[config.mk]
export PLATFORM = sky130hd
export DESIGN_NAME = mux2x1_arbiter
export DESIGN_NICKNAME = d
export VERILOG_FILES = /design/src/rtl/mux2x1_arbiter.sv
export SDC_FILE = /design/constraint.sdc
export NUM_CORES = 1
export LEC_CHECK = 0
export ABC_AREA = 1
export CORE_MARGIN = 3
export CORE_UTILIZATION = 40
export CTS_BUF_LIST = sky130_fd_sc_hd__clkbuf_16
export DETAILED_ROUTE_END_ITERATION = 8
export REMOVE_ABC_BUFFERS = 1
export SYNTH_ARGS = -nofsm -noshare
export SYNTH_HDL_FRONTEND = slang
export SYNTH_SLANG_ARGS = --single-unit
[constraint.sdc]
create_clock -name clk -period 3.3 [get_ports clk]
set_input_delay 0.495 -clock clk [delete_from_list [all_inputs] [get_ports clk]]
set_output_delay 0.495 -clock clk [all_outputs]
set_load 0.1 [all_outputs]
[src/rtl/mux2x1_arbiter.sv]
// Round-robin arbiter sharing one 2:1 mux path between two requesters.
// Grants are one-hot and registered, and each tenure is capped at MAX_BURST cycles while the other side waits.
module mux2x1_arbiter #(
   parameter int MAX_BURST = 4,
   parameter int CNT_W     = 4
) (
   input  logic             clk,
   input  logic             rst_n,
   input  logic [1:0]       req,
   output logic [1:0]       gnt,
   output logic             sel,
   output logic             busy,
   output logic [CNT_W-1:0] beat_cnt,
   output logic             switch_pulse
);

   typedef enum logic [1:0] {
      IDLE = 2'd0,
      G0   = 2'd1,
      G1   = 2'd2
   } state_e;

   localparam logic [CNT_W-1:0] BEAT_MAX  = CNT_W'(MAX_BURST);
   localparam logic [CNT_W-1:0] BEAT_ONE  = CNT_W'(1);
   localparam logic [CNT_W-1:0] BEAT_ZERO = CNT_W'(0);

   state_e           state_q, state_d;
   logic             last_q, last_d;
   logic             sel_q, sel_d;
   logic             sw_q, sw_d;
   logic             busy_q, busy_d;
   logic [1:0]       gnt_q, gnt_d;
   logic [CNT_W-1:0] beat_q, beat_d;

   logic             idx_s, oth_idx_s, own_s, oth_s;
   logic             enter_s, enter_idx_s, go_idle_s, inc_s;

   // Next-state decision: enter a tenure, extend it, or fall back to idle.
   always_comb begin
      state_d     = state_q;
      last_d      = last_q;
      sel_d       = sel_q;
      beat_d      = beat_q;
      sw_d        = 1'b0;
      enter_s     = 1'b0;
      enter_idx_s = 1'b0;
      go_idle_s   = 1'b0;
      inc_s       = 1'b0;
      idx_s       = (state_q == G1);
      oth_idx_s   = ~idx_s;
      own_s       = req[idx_s];
      oth_s       = req[oth_idx_s];

      case (state_q)
         IDLE: begin
            if (req != 2'b00) begin
               enter_s     = 1'b1;
               enter_idx_s = (req == 2'b11) ? ~last_q : req[1];
            end else begin
               go_idle_s = 1'b0;
            end
         end
         G0, G1: begin
            if (own_s && (beat_q != BEAT_MAX)) begin
               inc_s = 1'b1;
            end else if (oth_s) begin
               // Early release or forced rotation: hand over with no idle gap.
               enter_s     = 1'b1;
               enter_idx_s = oth_idx_s;
               sw_d        = 1'b1;
            end else if (own_s) begin
               enter_s     = 1'b1;
               enter_idx_s = idx_s;
            end else begin
               go_idle_s = 1'b1;
            end
         end
         default: begin
            go_idle_s = 1'b1;
         end
      endcase

      if (enter_s) begin
         state_d = enter_idx_s ? G1 : G0;
         beat_d  = BEAT_ONE;
         last_d  = enter_idx_s;
         sel_d   = enter_idx_s;
      end else if (go_idle_s) begin
         state_d = IDLE;
         beat_d  = BEAT_ZERO;
      end else if (inc_s) begin
         beat_d = beat_q + BEAT_ONE;
      end else begin
         state_d = state_q;
         beat_d  = beat_q;
      end

      gnt_d  = {state_d == G1, state_d == G0};
      busy_d = (state_d != IDLE);
   end

   // State and registered outputs; reset drops the grant immediately.
   always_ff @(posedge clk or negedge rst_n) begin
      if (!rst_n) begin
         state_q <= IDLE;
         last_q  <= 1'b1;
         sel_q   <= 1'b0;
         sw_q    <= 1'b0;
         busy_q  <= 1'b0;
         gnt_q   <= 2'b00;
         beat_q  <= BEAT_ZERO;
      end else begin
         state_q <= state_d;
         last_q  <= last_d;
         sel_q   <= sel_d;
         sw_q    <= sw_d;
         busy_q  <= busy_d;
         gnt_q   <= gnt_d;
         beat_q  <= beat_d;
      end
   end

   assign gnt          = gnt_q;
   assign sel          = sel_q;
   assign busy         = busy_q;
   assign beat_cnt     = beat_q;
   assign switch_pulse = sw_q;

endmodule
==> out/qor.txt, run 1 <==
====================================================================================================
Min Tclk post-route                                                                         2.287 ns
Hold path cells                                                                                    2
Setup CP Type                                                                           register to output port
Clock tree from TritonCTS                                                                      built
Worst reg-to-reg path cell count                                                                   9
Initial antenna violation count                                                                    0
Post-CTS setup-driven buffer insertion count                                                       0
Share of final-layout standard cells stronger than drive strength 1                           20.75%
Endpoint kind of the worst setup timing path                                             output port
Worst min path class                                                                    register to register
Sum of negative setup slack                                                                     0 ns
Iteration-0 DRC Markers                                                                            5
Minimum setup slack among reg-to-reg paths                                                   1.67 ns
Post-DR vias/cell                                                                              4.446
Die ar.                                                                                     2397 um2
Dominant delay contributor by cell family on the critical path                          buffers and inverters
Upper clock frequency limit                                                               0.4372 GHz
Final critical-path share of the clock period                                                 69.32%
Number of buffers added by the clock tree synthesis step                                           3
Initial Utilization                                                                           45.81%
Worst path cell trace                                                                   clkdlybuf4s50_1
# DRC                                                                                              0
Most frequent cells in the layout                                                       27 x nand2_1, 12 x inv_1, 12 x clkdlybuf4s50_1
PostCTS Resize Cnt                                                                                 0
Final std cell area, no fill                                                               967.2 um2
Wire length of the first global-routing pass                                                 2311 um
Number of ports placed on the die boundary                                                        13
Most common cell after layout, fill and taps aside                                           nand2_1
Placer congestion estimate                                                                    0.6972
Final ANT Viol Nets                                                                                0
Overall track demand over capacity in global routing                                          12.36%
Startpoint of the worst-slack reg-to-reg timing path                                      state_q[1]
Clock-pin slew reported for the worst setup and hold paths after clock tree synthesis        0.04 ns
Die Y-Extent                                                                                48.96 um
Critical Path RT                                                                             2.80 ns
Largest net degree at the start of global routing                                                 13
Global-route layer with the greatest usage                                                      met2
Worst Hold End                                                                                last_q
Worst Path Buf+Inv                                                                                 1
Die span in x                                                                               48.96 um
TritonCTS sink count                                                                              12
Cell area after placement                                                                  888.4 um2
Arrival time reported for the critical path endpoint                                         1.79 ns
Number of hold buffers added after CTS                                                             0
Core Box Area                                                                               1612 um2
Count of yosys warnings during synthesis                                                           0
Leftover overflow at the end of global routing                                                     0
Summed instance area of the synthesized netlist                                            738.2 um2
Root Buffer                                                                                clkbuf_16
Clock skew after layout                                                                  0.003975 ns
Layout Utilization                                                                            60.02%
Met1 demand-to-capacity share in global routing                                               13.75%
Outcome                                                                                 complete, no violations
Total count of max-transition violations in the final report                                       0
Deepest clock path buffer count                                                                    2
DR pass1 iterations                                                                                4
Instance count of the mapped netlist                                                              90
Reg-to-reg endpoint                                                                           gnt[1]
Library cells used by synthesis                                                                   19
Standard cell with the maximum stage delay on the critical path                         clkdlybuf4s50_1
Max-Slew Margin vs Limit                                                                      35.24%
Port Buf Inserts                                                                                  12
Number of global-route vias before repair                                                        579
# H-tree levels                                                                                    1
Met3 track demand over resource in global routing                                             3.670%
Max Fanout on Critical Path                                                                        5
Startpoint type of the worst setup path                                                     register
Final setup viols                                                                                  0
Area growth from synthesis to layout                                                          31.02%
Total via count in the routed design                                                             578
Post-synthesis area per instance                                                           8.202 um2
Seq/Total Area, Yosys                                                                         40.85%
Min-Delay Startpoint                                                                          last_q
Post-layout nets                                                                                 117
Endpoints failing hold                                                                             0
Met2 usage                                                                                    22.17%
Post-detailed-route wirelength per cell                                                     9.938 um
Antenna diode count                                                                                0
Row Count                                                                                         14
Largest incremental delay on the critical path                                               1.16 ns
Worst-Skew Late Latency                                                                      0.24 ns
Flip-flop and latch count after synthesis                                                         12
Detailed-placement wirelength estimate                                                       1024 um
Max_cap viols                                                                                      0
WL final                                                                                     1292 um
Setup repair after global routing missed its margin                                            false
Worst slew pin tran                                                                        0.9684 ns
====================================================================================================
==> final cells by class <==
cell class	instances	area, um2
fill	160	644.4
multi-input combinational	64	384.1
sequential	12	301.5
timing repair buffer	12	120.1
clock buffer	3	75.07
inverter	14	52.55
tap	24	30.03
clock inverter	1	3.754
==> Yosys cell counts (all sizes together) <==
| cell | n | area, um2 |
|---|---|---|
| ha | 6 | 75.07 |
| nor2 | 5 | 23.77 |
| nand2 | 35 | 161.4 |
| dfstp | 1 | 26.28 |
| dfrtp | 11 | 275.3 |
| nand3 | 6 | 40.04 |
| xor2 | 2 | 17.52 |
| o21ai | 7 | 42.54 |
| a21oi | 2 | 13.76 |
| nor3 | 1 | 10.01 |
| inv | 14 | 52.55 |
==> kinds of logic (layout without fill, tap and decap cells) <==
kind of cell / after synthesis / count (layout) / share of synthesized area [%]
compound gates: 9 / 9 / 7.627
flops: 12 / 12 / 40.85
fa+ha+maj: 6 / 6 / 10.17
xor+xnor: 2 / 2 / 2.373
buf+inv: 14 / 30 / 7.119
simple gates: 47 / 47 / 31.87
==> metrics by stage <==
step | hold slack (ns) | cells | setup WS [ns]
3_5_place_dp | 0.4580 | 126 | 1.254
4_1_cts | 0.4649 | 130 | 1.004
2_1_floorplan | 0.1994 | 90 | 1.169
5_1_grt | 0.4941 | 130 | 0.9922
3_3_place_gp | 0.4557 | 126 | 1.275
6_report | 0.4625 | 130 | 1.013
==> how the worst max path moves through the flow <==
stage	from	to	slack (ns)	depth (start not counted)
after floorplan	beat_cnt[0]	busy	1.17	10
after global placement	beat_cnt[1]	beat_cnt[1]	1.28	1
after detailed placement	beat_cnt[1]	beat_cnt[1]	1.25	1
after CTS	beat_cnt[1]	beat_cnt[1]	1.00	1
after global routing	beat_cnt[1]	beat_cnt[1]	0.99	1
final	beat_cnt[1]	beat_cnt[1]	1.01	1
==> state kept, by name, summed over array words and instances, names as in the netlist <==
register      count
sel               1
busy              1
state_q           2
beat_cnt          4
gnt               2
last_q            1
switch_pulse      1
==> per-layer routing <==
metal / vias up / routed length [um]
met1: 257 / 574
met2: 10 / 659
li1: 309 / -
met4: 0 / 12
met5: - / 0
met3: 2 / 46
Power of run 1 is not shown: default switching activity piles up to over one toggle a cycle in this logic, so the estimate is an artifact.
==> inputs of run 2 (changes only) <==
- clock period: 3.3 -> 2.2 ns (I/O delays scaled with it)
==> out/qor.txt, run 2 (synthesis results as in run 1) <==
====================================================================================================
Worst Path Buf+Inv                                                                                 2   +1
Min Tclk post-route                                                                         1.631 ns
Worst reg-to-reg path cell count                                                                   9   unchanged
Clock-pin slew reported for the worst setup and hold paths after clock tree synthesis        0.04 ns   about the same
Endpoint kind of the worst setup timing path                                                register
Clock skew after layout                                                                  0.002382 ns   -0.001593 ns
Wire length of the first global-routing pass                                                 2373 um   +2.7%
Arrival time reported for the critical path endpoint                                         1.76 ns   -0.03 ns
WL final                                                                                     1347 um   +4.3%
Max-Slew Margin vs Limit                                                                      63.65%   +28 points
Final ANT Viol Nets                                                                                0   unchanged
Number of global-route vias before repair                                                        547   -5.5%
Dominant cell type by count on the critical path                                              nor2_2
Max reg flops                                                                                      4   unchanged
Largest incremental delay on the critical path                                               0.42 ns   -0.74 ns
Row Count                                                                                         14   unchanged
Final setup viols                                                                                  0   unchanged
# H-tree levels                                                                                    1   unchanged
Die ar.                                                                                     2397 um2   unchanged
Placer congestion estimate                                                                    0.7525   +7.9%
# fillers                                                                                        165   +3.1%
Final critical-path share of the clock period                                                 74.14%
PostCTS Resize Cnt                                                                                 0   unchanged
Deepest clock path buffer count                                                                    2   unchanged
Detailed-placement wirelength estimate                                                       1071 um   +4.6%
Root Buffer                                                                                clkbuf_16
Number of hold buffers added after CTS                                                             0   unchanged
Max_cap viols                                                                                      0   unchanged
Leftover overflow at the end of global routing                                                     0   unchanged
Max Fanout on Critical Path                                                                        6   +1
Post-CTS setup-driven buffer insertion count                                                       0   unchanged
Most frequent cells in the layout                                                       27 x nand2_1, 13 x inv_1, 11 x dfrtp_1
Clock tree from TritonCTS                                                                      built
Worst slew pin tran                                                                        0.5435 ns   -0.4249 ns
Standard cell with the maximum stage delay on the critical path                                 ha_1
Number of ports placed on the die boundary                                                        13   unchanged
Post-DR vias/cell                                                                              4.485   +0.87%
Share of final-layout standard cells stronger than drive strength 1                           29.25%   +8.5 points
Dominant delay contributor by cell family on the critical path                           adder cells
# DRC                                                                                              0   unchanged
Antenna diode count                                                                                0   unchanged
Most common cell after layout, fill and taps aside                                           nand2_1
DR pass1 iterations                                                                                4   unchanged
Initial antenna violation count                                                                    0   unchanged
Die span in x                                                                               48.96 um   unchanged
Worst path cell trace                                                                   inv_1 -> ha_1 -> o21ai_1 -> o21ai_2 -> inv_2 -> nor2_2 -> nand2_4 -> nand2_2 -> nor2_2
Number of buffers added by the clock tree synthesis step                                           3   unchanged
Startpoint type of the worst setup path                                                     register
Critical Path RT                                                                             2.33 ns   -0.47 ns
Worst min path class                                                                    input port to asynchronous set/reset pin
Core Box Area                                                                               1612 um2   unchanged
Total count of max-transition violations in the final report                                       0   unchanged
Minimum setup slack among reg-to-reg paths                                                   0.57 ns   -1.10 ns
Setup repair after global routing missed its margin                                            false
Worst-Skew Late Latency                                                                      0.24 ns   about the same
Post-layout nets                                                                                 117   unchanged
Iteration-0 DRC Markers                                                                            7   +2
Hold slack final                                                                           0.4485 ns   -0.01399 ns
Total via count in the routed design                                                             583   +0.87%
Post-detailed-route wirelength per cell                                                     10.36 um   +4.3%
TritonCTS sink count                                                                              12   unchanged
Port Buf Inserts                                                                                  12   unchanged
Upper clock frequency limit                                                               0.6131 GHz
Sum of negative setup slack                                                                     0 ns   unchanged
Setup CP Type                                                                           register to register
Outcome                                                                                 complete, no violations
Startpoint of the worst-slack reg-to-reg timing path                                      state_q[1]
Die Y-Extent                                                                                48.96 um   unchanged
Overall track demand over capacity in global routing                                          13.21%   +0.85 points
Reg-to-reg endpoint                                                                           gnt[1]
Initial Utilization                                                                           45.81%   unchanged
Endpoints failing hold                                                                             0   unchanged
Area growth from synthesis to layout                                                          27.97%
Largest net degree at the start of global routing                                                 13   unchanged
====================================================================================================
[run 2: changes by cell type in the layout (fill, tap and decap cells not counted)]
| cell | delta |
|---|---|
| buf_4 | +9 |
| clkdlybuf4s50_1 | -9 |
| clkinv_1 | -1 |
| inv_1 | +1 |
[run 2: worst max path at each step]
stage	slack [ns]	from	depth (start not counted)	to
3_5_place_dp	0.42	req[1]	10	busy
5_1_grt	0.41	state_q[1]	8	gnt[0]
3_3_place_gp	0.44	req[1]	10	busy
6_report	0.57	state_q[1]	9	gnt[1]
2_1_floorplan	0.07	beat_cnt[0]	10	busy
4_1_cts	0.54	state_q[1]	9	gnt[1]
[run 2: area by class of cell]
cell class / instances / area (um2) / share of cell area [%]
clock inverter: 1 / 3.754 / 0.3974
inverter: 14 / 52.55 / 5.563
tap: 24 / 30.03 / 3.179
timing repair buffer: 12 / 97.59 / 10.33
sequential: 12 / 301.5 / 31.92
clock buffer: 3 / 75.07 / 7.947
multi-input combinational: 64 / 384.1 / 40.66
[run 2: layer usage]
layer	GRT usage [%]	part of all wire, %
met4	4.265	0
met1	15.66	44
met2	21.95	51
met5	0	0
met3	4.893	4.7
[run 2: stage by stage]
stage / instances / setup WS [ns] / utilization, % / instance area, um2
4_1_cts: 130 / 0.5418 / 58.62 / 944.7
6_report: 130 / 0.5690 / 58.62 / 944.7
2_1_floorplan: 90 / 0.06920 / - / 738.2
3_5_place_dp: 126 / 0.4208 / 53.73 / 865.8
5_1_grt: 130 / 0.4076 / 58.62 / 944.7
3_3_place_gp: 126 / 0.4379 / 53.73 / 865.8
Power of run 2 is left out for the same reason.
==> inputs of run 3 (changes only) <==
- clock period: 2.2 -> 1.65 ns (I/O delays scaled with it)
==> out/qor.txt, run 3 (synthesis results as in run 1) <==
====================================================================================================
Setup CP Type                                                                           register to register
Number of buffers added by the clock tree synthesis step                                           3   unchanged
Worst reg-to-reg path cell count                                                                  11   +2
Endpoints failing hold                                                                             0   unchanged
Initial antenna violation count                                                                    0   unchanged
Final ANT Viol Nets                                                                                0   unchanged
Worst path cell trace                                                                   inv_4 -> ha_4 -> nand2_1 -> nand2_2 -> nand2_2 -> nand3_2 -> nand2_2 -> nand2_4 -> nand2_2 -> inv_1 -> nand3_1
Area growth from synthesis to layout                                                          54.92%
Detailed-placement wirelength estimate                                                       1170 um   +9.3%
Number of global-route vias before repair                                                        604   +10%
WL final                                                                                     1569 um   +16%
Standard cell with the maximum stage delay on the critical path                              dfrtp_1
Deepest clock path buffer count                                                                    2   unchanged
# DRC                                                                                              0   unchanged
Initial Utilization                                                                           45.81%   unchanged
Wire length of the first global-routing pass                                                 2504 um   +5.5%
Startpoint of the worst-slack reg-to-reg timing path                                      state_q[0]
Upper clock frequency limit                                                               0.6427 GHz   +4.8%
Most frequent cells in the layout                                                       27 x nand2_1, 10 x inv_1, 10 x dfrtp_1
Dominant cell type by count on the critical path                                             nand2_2
Worst-Skew Late Latency                                                                      0.24 ns   about the same
Final critical-path share of the clock period                                                 94.30%   +20 points
Antenna diode count                                                                                0   unchanged
Die ar.                                                                                     2397 um2   unchanged
Hold slack final                                                                           0.3771 ns   -0.07143 ns
Root Buffer                                                                                clkbuf_16
Leftover overflow at the end of global routing                                                     0   unchanged
Share of final-layout standard cells stronger than drive strength 1                           38.39%   +9.1 points
Total count of max-transition violations in the final report                                       0   unchanged
Startpoint type of the worst setup path                                                     register
DR pass1 iterations                                                                                4   unchanged
Iteration-0 DRC Markers                                                                           11   +4
Overall track demand over capacity in global routing                                          13.02%   -0.18 points
Max Fanout on Critical Path                                                                        6   unchanged
Worst min path class                                                                    input port to asynchronous set/reset pin
Clock skew after layout                                                                  0.002880 ns   +0.0004976 ns
Clock tree from TritonCTS                                                                      built
# H-tree levels                                                                                    1   unchanged
Post-layout nets                                                                                 123   +5.1%
Max reg flops                                                                                      4   unchanged
Largest incremental delay on the critical path                                               0.41 ns   about the same
Core Box Area                                                                               1612 um2   unchanged
Row Count                                                                                         14   unchanged
Clock-pin slew reported for the worst setup and hold paths after clock tree synthesis        0.05 ns   about the same
Outcome                                                                                 complete, no violations
Placer congestion estimate                                                                    0.7987   +6.1%
Max-Slew Margin vs Limit                                                                      62.18%   -1.5 points
Critical Path RT                                                                             1.76 ns   -0.57 ns
Die Y-Extent                                                                                48.96 um   unchanged
Post-detailed-route wirelength per cell                                                     11.54 um   +11%
Largest net degree at the start of global routing                                                 13   unchanged
TritonCTS sink count                                                                              12   unchanged
Endpoint kind of the worst setup timing path                                                register
# fillers                                                                                        123   -25%
Routed length on met1                                                                         680 um   +15%
Sum of negative setup slack                                                                     0 ns   unchanged
Max_cap viols                                                                                      0   unchanged
Arrival time reported for the critical path endpoint                                         1.67 ns   -0.09 ns
Most common cell after layout, fill and taps aside                                           nand2_1
Die span in x                                                                               48.96 um   unchanged
Top routing layer in use                                                                        met4
Total via count in the routed design                                                             639   +9.6%
Met3 routed wirelength                                                                         63 um   unchanged
Setup repair after global routing missed its margin                                            false
Port Buf Inserts                                                                                  12   unchanged
Number of hold buffers added after CTS                                                             0   unchanged
Routed length on met2                                                                         817 um   +18%
Minimum setup slack among reg-to-reg paths                                                   0.09 ns   -0.47 ns
Reg-to-reg endpoint                                                                             busy
Final setup viols                                                                                  0   unchanged
Number of ports placed on the die boundary                                                        13   unchanged
Min Tclk post-route                                                                         1.556 ns   -0.07511 ns
Worst slew pin tran                                                                        0.5656 ns   +0.02208 ns
Post-DR vias/cell                                                                              4.699   +4.8%
====================================================================================================
[run 3: changes by cell type in the layout (fill, tap and decap cells not counted), sizes merged]
cell    previous run  this run
buf                9        15
clkinv             0         1
inv               15        14
[run 3: per-layer routing]
| metal | global-route usage, % | vias to the layer above |
|---|---|---|
| met4 | 2.844 | 0 |
| li1 | - | 320 |
| met1 | 16.07 | 302 |
| met2 | 22.62 | 15 |
| met5 | 0 | - |
| met3 | 3.364 | 2 |
[run 3: cell type report]
| type | instances | area [um2] | share of cell area [%] |
|---|---|---|---|
| clock inverters | 1 | 3.754 | 0.3282 |
| multi-input cells | 64 | 421.7 | 36.87 |
| well taps | 24 | 30.03 | 2.626 |
| repair buffers | 18 | 255.2 | 22.32 |
| clock buffers | 3 | 75.07 | 6.565 |
| flip-flops and latches | 12 | 302.8 | 26.48 |
| inverters | 14 | 55.05 | 4.814 |
[run 3: critical path, delay by kind of cell, from the launching register on]
family / cells / cell delay, ns
fa+ha+maj: 1 / 0.16
buf+inv: 2 / 0.20
flops: 1 / 0.41
simple gates: 8 / 0.64
[run 3: worst max-delay path by stage]
stage	end	startpoint	cells after the start	slack [ns]
2_1_floorplan	busy	beat_cnt[0]	10	-0.48
3_3_place_gp	busy	req[1]	10	0.01
3_5_place_dp	busy	req[1]	10	-0.006
4_1_cts	gnt[1]	state_q[0]	11	0.01
5_1_grt	busy	state_q[0]	12	0.02
6_report	busy	state_q[0]	11	0.09
[run 3: timing repair]
action,CTS,global route
buffers inserted,0,2
endpoints found under the setup margin,1,10
resized for setup,1,9
pin swaps,0,2
[run 3: stage by stage]
stage                     instances  utilization [%]  setup WS (ns)  instance area (um2)
after global placement          130            62.58        0.01004                 1008
after floorplan                  90                -        -0.4808                738.2
after CTS                       134            67.62        0.01084                 1090
final                           136            70.96        0.09408                 1144
after detailed placement        130            62.58      -0.006153                 1008
after global routing            136            70.96        0.01676                 1144
Power of run 3 is left out for the same reason.
